===== src/rtl/memory_stage_if.sv =====
// Data-memory bus between the memory stage (master) and the data memory (slave).
// A request is complete in the cycle where dm_ack is high; dm_rdata is valid in that cycle.
interface memory_stage_if;
    logic        dm_req;
    logic        dm_we;
    logic [31:0] dm_addr;
    logic [3:0]  dm_be;
    logic [31:0] dm_wdata;
    logic        dm_ack;
    logic [31:0] dm_rdata;

    modport master (
        output dm_req, dm_we, dm_addr, dm_be, dm_wdata,
        input  dm_ack, dm_rdata
    );

    modport slave (
        input  dm_req, dm_we, dm_addr, dm_be, dm_wdata,
        output dm_ack, dm_rdata
    );
endinterface


===== src/rtl/memory_stage.sv =====
// Pipeline memory stage: holds the M register, drives the data-memory bus with a
// wait/timeout FSM, extracts big-endian byte loads, and registers the writeback.
module memory_stage #(
    parameter int TIMEOUT = 255
) (
    input  logic                 clock,
    input  logic                 reset,
    input  logic                 x_valid,
    input  logic [31:0]          x_insn,
    input  logic [31:0]          x_alu_out,
    input  logic [31:0]          x_rb,
    input  logic                 x_dmwe,
    input  logic                 x_rwe,
    input  logic                 x_rdst,
    input  logic                 x_rwd,
    input  logic                 x_dm_byte,
    input  logic                 x_ld_unsigned,
    output logic                 stall,
    memory_stage_if.master       dm,
    output logic [31:0]          mx_bypass,
    output logic [4:0]           mx_dest,
    output logic                 mx_rwe,
    output logic [31:0]          w_data,
    output logic [4:0]           w_dest,
    output logic                 w_rwe,
    output logic                 dm_err
);

    localparam int             CW    = (TIMEOUT < 1) ? 1 : $clog2(TIMEOUT + 1);
    localparam logic [CW-1:0]  TMAX  = CW'(TIMEOUT);
    localparam logic [CW-1:0]  TLAST = CW'(TIMEOUT - 1);

    typedef enum logic [1:0] {
        ST_IDLE = 2'd0,
        ST_WAIT = 2'd1,
        ST_ERR  = 2'd2
    } state_t;

    state_t        state_reg, state_next;
    logic [CW-1:0] cnt_reg, cnt_next;

    logic        m_valid_reg;
    logic [4:0]  m_dest_reg;
    logic [31:0] m_alu_reg;
    logic [31:0] m_rb_reg;
    logic        m_dmwe_reg;
    logic        m_rwe_reg;
    logic        m_rwd_reg;
    logic        m_byte_reg;
    logic        m_uns_reg;

    logic [4:0]  x_dest;
    logic        mem_op;
    logic [7:0]  lane [4];
    logic [7:0]  ld_byte;
    logic [31:0] ld_data;

    // Only the opcode and the two register fields of the instruction matter here.
    logic unused_insn_bits;
    assign unused_insn_bits = ^{x_insn[25:21], x_insn[10:0]};

    always_comb begin
        x_dest = x_rdst ? x_insn[15:11] : x_insn[20:16];
        if (x_insn[31:26] == 6'b000011) begin
            x_dest = 5'd31;
        end
    end

    always_ff @(posedge clock) begin
        if (reset) begin
            m_valid_reg <= 1'b0;
            m_dest_reg  <= '0;
            m_alu_reg   <= '0;
            m_rb_reg    <= '0;
            m_dmwe_reg  <= 1'b0;
            m_rwe_reg   <= 1'b0;
            m_rwd_reg   <= 1'b0;
            m_byte_reg  <= 1'b0;
            m_uns_reg   <= 1'b0;
        end else if (!stall) begin
            m_valid_reg <= x_valid;
            if (x_valid) begin
                m_dest_reg <= x_dest;
                m_alu_reg  <= x_alu_out;
                m_rb_reg   <= x_rb;
                m_dmwe_reg <= x_dmwe;
                m_rwe_reg  <= x_rwe;
                m_rwd_reg  <= x_rwd;
                m_byte_reg <= x_dm_byte;
                m_uns_reg  <= x_ld_unsigned;
            end
        end
    end

    assign mem_op = m_valid_reg && (m_rwd_reg || m_dmwe_reg);

    always_ff @(posedge clock) begin
        if (reset) begin
            state_reg <= ST_IDLE;
            cnt_reg   <= '0;
        end else begin
            state_reg <= state_next;
            cnt_reg   <= cnt_next;
        end
    end

    always_comb begin
        state_next = state_reg;
        cnt_next   = cnt_reg;
        case (state_reg)
            ST_IDLE: begin
                cnt_next = '0;
                if (mem_op && !dm.dm_ack) begin
                    state_next = ST_WAIT;
                end
            end
            ST_WAIT: begin
                if (dm.dm_ack) begin
                    state_next = ST_IDLE;
                    cnt_next   = '0;
                end else begin
                    if (cnt_reg != TMAX) begin
                        cnt_next = cnt_reg + 1'b1;
                    end
                    if (cnt_reg >= TLAST) begin
                        state_next = ST_ERR;
                    end
                end
            end
            ST_ERR: begin
                state_next = ST_ERR;
            end
            default: begin
                state_next = ST_IDLE;
                cnt_next   = '0;
            end
        endcase
    end

    // Once in ERR the request is withdrawn and the pipeline stays frozen until reset.
    assign dm.dm_req   = mem_op && (state_reg != ST_ERR);
    assign dm.dm_we    = m_dmwe_reg;
    assign dm.dm_addr  = {m_alu_reg[31:2], 2'b00};
    assign dm.dm_be    = m_byte_reg ? (4'b1000 >> m_alu_reg[1:0]) : 4'b1111;
    assign dm.dm_wdata = m_byte_reg ? {4{m_rb_reg[7:0]}} : m_rb_reg;
    assign stall       = (state_reg == ST_ERR) || (mem_op && !dm.dm_ack);
    assign dm_err      = (state_reg == ST_ERR);

    // Big-endian lanes: offset 0 is the most significant byte.
    genvar gi;
    generate
        for (gi = 0; gi < 4; gi++) begin : g_lane
            assign lane[gi] = dm.dm_rdata[31 - 8*gi -: 8];
        end
    endgenerate

    assign ld_byte = lane[m_alu_reg[1:0]];
    assign ld_data = m_byte_reg ? {{24{ld_byte[7] & ~m_uns_reg}}, ld_byte} : dm.dm_rdata;

    assign mx_bypass = m_alu_reg;
    assign mx_dest   = m_dest_reg;
    assign mx_rwe    = m_valid_reg && m_rwe_reg && !m_rwd_reg && (m_dest_reg != 5'd0);

    always_ff @(posedge clock) begin
        if (reset) begin
            w_rwe  <= 1'b0;
            w_dest <= '0;
            w_data <= '0;
        end else if (!stall && m_valid_reg) begin
            w_rwe  <= m_rwe_reg && (m_dest_reg != 5'd0);
            w_dest <= m_dest_reg;
            w_data <= m_rwd_reg ? ld_data : m_alu_reg;
        end else begin
            w_rwe  <= 1'b0;
        end
    end

endmodule


===== src/flat_wrapper.sv =====
// flat-port wrapper written by rule: the top's interface ports become plain ports
module memory_stage_flat 
#(
    parameter int TIMEOUT = 255
)
  (clock, reset, x_valid, x_insn, x_alu_out, x_rb, x_dmwe, x_rwe, x_rdst, x_rwd, x_dm_byte, x_ld_unsigned, stall, mx_bypass, mx_dest, mx_rwe, w_data, w_dest, w_rwe, dm_err, dm_dm_req, dm_dm_we, dm_dm_addr, dm_dm_be, dm_dm_wdata, dm_dm_ack, dm_dm_rdata);
  memory_stage_if dm_i ();
  input  logic clock;
  input  logic reset;
  input  logic x_valid;
  input  logic [31:0] x_insn;
  input  logic [31:0] x_alu_out;
  input  logic [31:0] x_rb;
  input  logic x_dmwe;
  input  logic x_rwe;
  input  logic x_rdst;
  input  logic x_rwd;
  input  logic x_dm_byte;
  input  logic x_ld_unsigned;
  output logic stall;
  output logic [31:0] mx_bypass;
  output logic [4:0] mx_dest;
  output logic mx_rwe;
  output logic [31:0] w_data;
  output logic [4:0] w_dest;
  output logic w_rwe;
  output logic dm_err;
  output wire logic [$bits(dm_i.dm_req)-1:0] dm_dm_req;
  output wire logic [$bits(dm_i.dm_we)-1:0] dm_dm_we;
  output wire logic [$bits(dm_i.dm_addr)-1:0] dm_dm_addr;
  output wire logic [$bits(dm_i.dm_be)-1:0] dm_dm_be;
  output wire logic [$bits(dm_i.dm_wdata)-1:0] dm_dm_wdata;
  input wire logic [$bits(dm_i.dm_ack)-1:0] dm_dm_ack;
  input wire logic [$bits(dm_i.dm_rdata)-1:0] dm_dm_rdata;
  assign dm_dm_req = dm_i.dm_req;
  assign dm_dm_we = dm_i.dm_we;
  assign dm_dm_addr = dm_i.dm_addr;
  assign dm_dm_be = dm_i.dm_be;
  assign dm_dm_wdata = dm_i.dm_wdata;
  assign dm_i.dm_ack = dm_dm_ack;
  assign dm_i.dm_rdata = dm_dm_rdata;
  memory_stage #(.TIMEOUT(TIMEOUT)) u_core (.clock(clock), .reset(reset), .x_valid(x_valid), .x_insn(x_insn), .x_alu_out(x_alu_out), .x_rb(x_rb), .x_dmwe(x_dmwe), .x_rwe(x_rwe), .x_rdst(x_rdst), .x_rwd(x_rwd), .x_dm_byte(x_dm_byte), .x_ld_unsigned(x_ld_unsigned), .stall(stall), .dm(dm_i), .mx_bypass(mx_bypass), .mx_dest(mx_dest), .mx_rwe(mx_rwe), .w_data(w_data), .w_dest(w_dest), .w_rwe(w_rwe), .dm_err(dm_err));
endmodule

===== config.mk =====
export PLATFORM = sky130hd
export DESIGN_NAME = memory_stage_flat
export DESIGN_NICKNAME = d
export VERILOG_FILES = /design/src/rtl/memory_stage_if.sv /design/src/rtl/memory_stage.sv /design/src/flat_wrapper.sv
export SDC_FILE = /design/constraint.sdc
export NUM_CORES = 1
export LEC_CHECK = 0
export ABC_CLOCK_PERIOD_IN_PS = 2400
export CORE_AREA = 2 2 133 135
export DETAILED_ROUTE_END_ITERATION = 6
export DIE_AREA = 0 0 135 137
export GPL_ROUTABILITY_DRIVEN = 1
export PLACE_DENSITY = 0.69
export SLEW_MARGIN = 0
export SYNTH_ARGS = -nofsm -noshare
export SYNTH_HDL_FRONTEND = slang
export SYNTH_SLANG_ARGS = --single-unit

===== constraint.sdc =====
create_clock -name clock -period 2.4 [get_ports clock]
set_input_delay 0.48 -clock clock [delete_from_list [all_inputs] [get_ports clock]]
set_output_delay 0.48 -clock clock [all_outputs]
set_load 0.05 [all_outputs]

==> results of run 1 <==
==> routing by layer <==
layer,vias up,track usage,part of all wire
li1,2949,-,-
met1,2689,0.2629,0.43
met2,225,0.3553,0.47
met3,25,0.07407,0.089
met4,0,0.07755,0.018
met5,-,0,0
==> logic make-up after synthesis <==
kind of cell / count (synthesis) / share of synthesized area
and+or+nand+nor: 267 / 0.2035
xor gates and xnor gates: 1 / 0.001492
other: 1 / 0.0006386
adders and majority gates: 2 / 0.004261
buffers and inverters: 129 / 0.1146
muxes: 14 / 0.02621
AOI/OAI and AO/OA: 207 / 0.2299
DFF: 123 / 0.4193
==> cell type report <==
cell class	count	area [um2]
fillers	1640	7814
repair buffers	297	2998
multi-input cells	493	2758
flip-flops and latches	123	2464
clock buffers	24	511.7
well taps	225	281.5
inverters	32	120.1
clock inverters	7	110.1
==> stage by stage <==
stage / power, uW / area (um2)
floorplan: 3168 / 5876
global placement: 3762 / 8621
detailed placement: 3771 / 8621
CTS: 6481 / 9243
global route: 6661 / 9243
finish: 6414 / 9243
==> power by group through the flow <==
stage               registers [uW]  clock network [uW]  logic (uW)
finish                        2240                2690        1480
global route                  2250                2830        1570
CTS                           2240                2750        1490
detailed placement            2280                   0        1490
global placement              2280                   0        1480
floorplan                     2480                   0         686
==> how the worst max path moves through the flow <==
stage,from,end,slack [ns],cells past startpoint
global route,u_core.mx_bypass[0],dm_dm_be[0],0.004,4
CTS,u_core.mx_bypass[0],dm_dm_be[0],0.07,4
detailed placement,dm_dm_rdata[31],u_core.w_data[23],0.06,5
global placement,dm_dm_rdata[31],u_core.w_data[21],0.10,5
finish,u_core.mx_bypass[0],dm_dm_be[0],0.11,4
floorplan,u_core.mx_bypass[0],dm_dm_be[1],-0.1,3
==> worst reg2reg max path: cells and delay by family, from the launching register on <==
kind                   cells  cell delay (ns)
AOI/OAI and AO/OA          2             0.40
buffers and inverters      2             0.44
DFF                        1             0.59
muxes                      1             0.35
==> synthesized netlist by cell type (10+ instances only) <==
library cell  count
buf_2            15
nand2_1         183
o21ai_0          67
a21oi_1          81
a221oi_2         10
clkbuf_1         37
nand2b_1         25
buf_4            41
mux2i_1          12
inv_1            32
dfxtp_1         123
a221oi_1         21
nand3b_1         16
nor2_1           22
==> placed cells by master (no fill, tap or decap), types with 3 or more instances in the layout <==
master           instances
nand3b_1                16
o41ai_1                  8
nor3_1                   4
a21oi_1                 81
o21ai_0                 51
nand2_1                183
mux2i_1                 12
inv_1                   32
nand4_1                  3
a221oi_2                10
clkbuf_8                 6
nand2b_1                25
buf_12                  15
a221oi_1                21
clkdlybuf4s50_1        232
buf_4                   50
clkbuf_16               17
a211oi_1                 6
bufinv_16                3
nor2_1                  22
clkinv_2                 4
o21ai_1                 17
dfxtp_1                122
or3_1                    4
==> flow_metrics.tcl, run 1 <==
set metrics [dict create \
    path_class "register to output pin" \
    drcViolationCount 0 \
    slew_viol_final 0 \
    clock_power_share 0.420 \
    synthArstFlopShare 0 \
    rrSetupSlack_ns 0.50 \
    critPathRequiredTime_ns 1.92 \
    crit_path_max_fanout 20 \
    ys_types 46 \
    post-cts-setup-buffers 0 \
    synth_area_um2 5872 \
    clock_latency_ns 0.42 \
    r2r-start "u_core.mx_bypass[1]" \
    fin_ws_ns 0.1087 \
    startpoint_type "register" \
    drt_wl_total_um 19740 \
    place_congestion 0.8414 \
    fin_hold_ws_ns 0.4501 \
    fp.dieW_um 135 \
    reg2reg_to "u_core.w_data[7]" \
    power.density_nw_per_um2 693.9 \
    ioPinCount 286 \
    yosys_warnings 0 \
    grt_max_degree 56 \
    slew_headroom 0.5851 \
    clk_path_buf_depth 2 \
    crit_path_cell_trace "buf_4, inv_1, o21ai_2, buf_12" \
    whs_path_depth 2 \
    power_switching_uw 1894 \
    htreeDepth 4 \
    cts_tree "yes" \
    place_ws_ns 0.06478 \
    synth_top_area_share 0.4193 \
    cts_hold_buf 0 \
    cts-root-buf "clkbuf_16" \
    synthFlopType "dfxtp_1" \
    critPathTopFamily "buffers and inverters" \
    fin_crit_ns 2.291 \
    clk_pin_slew_ns 0.05 \
    worst_pin_slew_ns 0.6204 \
    seq_area_frac_synth 0.4193 \
    initial_core_util 0.3443 \
    grt_pass1_wl_um 30950 \
    drt-pass1-iter-count 4 \
    grt_pass1_vias 5745 \
    crit_path_top_delay_cell "dfxtp_1" \
    final_nets 1104 \
    holdCritPathClass "register to register" \
    num_vias 5888 \
    dpl.cell_count 1170 \
    coreArea_um2 17060 \
    rows 48 \
    routedWlPerCell_um 16.44 \
    worst_setup_path_end_kind "output pin" \
    clock-sinks 123 \
    area_growth_pct 57.40 \
    setup_viol 0 \
    chipHeight_um 137 \
    status "completed" \
    synth-edff-count 0 \
    dpl.hpwl_um 14840 \
    synth_top_cell_by_area "dfxtp_1" \
    gr-total-overflow 0 \
    fmax_ghz 0.4364 \
    hold_path_end "u_core.w_dest[0]" \
    power_frac_comb 0.231 \
    post_drt_via_cell_ratio 4.903 \
    postSynthAreaPerCell_um2 7.892 \
    p_leak_uw 0.003422 \
    rsz0062_at_grt "no" \
    synth_seq_cells 123 \
    switching_share 0.2953 \
    fin_util 0.5419 \
    skew_ns 0.01068 \
    synth_cells 744 \
    ant_nets 0 \
    dieArea_um2 18500 \
    drive_above_1_share 0.1199 \
    port_buffers 267 \
    numCtsBuffers 17 \
    hold_violations 0 \
    seqPwrFrac 0.349 \
    cp_num_buf_inv 3 \
    setup_tns_ns 0 \
    diodes 0 \
    rr_worst_depth 5 \
    synth_area_leaders "dfxtp_1 (42%), nand2_1 (12%), a21oi_1 (6.9%), o21ai_0 (5.7%), buf_4 (5.2%)" \
    final_cell_count_no_fill 1201 \
    cts_resized 0 \
    hp-start "u_core.w_dest[0]" \
    drv_cap 0 \
    critPathMaxStageDelay_ns 0.40 \
    grt_use_total 0.2160 \
    fin_crit_sh 0.9547 \
    antenna_found_initial 0 \
    drtIter0Drc 219 \
    ir_drop_mv 0.4797 \
    p_int_uw 4520 \
    worstPathArrival_ns 1.81 \
]
(Power assumes the default switching activity.)
==> inputs of run 2 (changes only) <==
--- a/config.mk
+++ b/config.mk
@@ -15,3 +15,4 @@
 export SYNTH_ARGS = -nofsm -noshare
 export SYNTH_HDL_FRONTEND = slang
 export SYNTH_SLANG_ARGS = --single-unit
+export TNS_END_PERCENT = 1
==> run 2 against run 1 <==
Die area unchanged. Fmax up 0.78%. Via count is 1.6% higher. Worst hold slack better by 0.0044 ns. Cell area down 0.87%. Sequential power about the same. Combinational power is essentially flat. Critical endpoint is now stall.
==> flow_metrics.tcl, run 2 (synthesized netlist as in run 1, its figures left out) <==
set metrics [dict create \
    fmax_ghz 0.4398 \
    clock-sinks 123 \
    worst_pin_slew_ns 0.5885 \
    dieArea_um2 18500 \
    startpoint_type "register" \
    worstPathArrival_ns 1.79 \
    ff_latch_area_um2 2464 \
    skew_ns 0.005846 \
    crit_path_max_fanout 5 \
    ioPinCount 286 \
    cts_tree "yes" \
    ir_drop_mv 0.4675 \
    crit_path_cell_trace "o21ai_1, o21ai_0, buf_12" \
    diodes 0 \
    cts_hold_buf 0 \
    drtIter0Drc 343 \
    numCtsBuffers 17 \
    fill_cells 1637 \
    clk_path_buf_depth 2 \
    slew_headroom 0.6077 \
    critPathMaxStageDelay_ns 0.50 \
    gr-total-overflow 0 \
    final_common_cell "clkdlybuf4s50_1" \
    slew_viol_final 0 \
    post_drt_via_cell_ratio 4.996 \
    critPathRequiredTime_ns 1.92 \
    power.density_nw_per_um2 685.2 \
    chipHeight_um 137 \
    antenna_found_initial 0 \
    grt_use_total 0.2131 \
    cts-root-buf "clkbuf_16" \
    post-cts-setup-buffers 0 \
    drv_cap 0 \
    area_growth_pct 56.04 \
    dpl.hpwl_um 14790 \
    fin_crit_sh 0.9474 \
    fp.dieW_um 135 \
    rows 48 \
    fin_util 0.5372 \
    ant_nets 0 \
    holdCritPathClass "register to register" \
    critPathTopFamily "compound AO/OA/AOI/OAI gates" \
    drt_wl_total_um 20190 \
    multi_input_area_um2 2765 \
    fin_crit_ns 2.274 \
    drcViolationCount 0 \
    cts_resized 0 \
    clock_latency_ns 0.41 \
    path_class "register to output pin" \
    fin_hold_ws_ns 0.4545 \
    drive_above_1_share 0.1152 \
    mostFrequentLayoutCells "clkdlybuf4s50_1 (232), nand2_1 (183), dfxtp_1 (122)" \
    place_congestion 0.8395 \
    crit_path_top_delay_cell "o21ai_0" \
    clk_pin_slew_ns 0.05 \
    htreeDepth 4 \
    final_nets 1100 \
    rsz0062_at_grt "no" \
    hold_violations 0 \
    routedWlPerCell_um 16.87 \
    worst_setup_path_end_kind "output pin" \
    coreArea_um2 17060 \
    final_cell_count_no_fill 1197 \
    status "completed" \
    p_leak_uw 0.003375 \
    dpl.cell_count 1166 \
    initial_core_util 0.3443 \
    cp_num_buf_inv 1 \
    port_buffers 267 \
    setup_viol 0 \
    drt-pass1-iter-count 5 \
    grt_max_degree 54 \
    grt_pass1_vias 5591 \
    grt_pass1_wl_um 30340 \
    num_vias 5980 \
]
-- run 2: cell type report --
cell class | count | share of cell area
tap | 225 | 0.03073
sequential | 123 | 0.2689
timing repair buffer | 293 | 0.3212
clock inverter | 7 | 0.009559
clock buffer | 24 | 0.05476
inverter | 32 | 0.01311
multi-input combinational | 493 | 0.3018
-- run 2: worst reg2reg max path: cells and delay by family (launching register included) --
family                 cells  cell delay (ns)
flip-flops                 1             0.51
buffers and inverters      1             0.23
multiplexers               1             0.58
AO/OA/AOI/OAI              2             0.46
-- run 2: path summary, 6_finish.rpt --
kind	slack (ns)	cells after the start	start	to
min reg2reg	0.45	2	u_core.m_rb_reg[21]	u_core.m_rb_reg[21]
min	0.45	2	u_core.m_rb_reg[21]	u_core.m_rb_reg[21]
max reg2reg	0.46	4	u_core.mx_bypass[0]	u_core.w_data[28]
max	0.13	3	u_core.m_valid_reg	stall
-- run 2: metal layers --
metal  global-route usage  up-vias  wire length [um]  share of wire
met3              0.07667       19              1874          0.093
li1                     -     2927                 -              -
met5                    0        -                 0              0
met1               0.2572     2802              8391           0.42
met4              0.07176        0               309          0.015
met2               0.3528      232              9615           0.48
-- run 2: where the power goes --
group          leakage, uW  switching, uW  internal, uW
registers          0.00101           89.9          2150
logic              0.00208            897           572
clock network     0.000292            917          1650
-- run 2: metrics by stage --
step	power [uW]	setup TNS [ns]	worst slack (ns)	area, um2
after floorplan	3164	-1.254	-0.1849	5876
after global placement	3747	0	0.06171	8573
after detailed placement	3756	0	0.05233	8573
after CTS	6342	0	0.09425	9163
after global routing	6526	0	0.006998	9163
final	6278	0	0.1263	9163
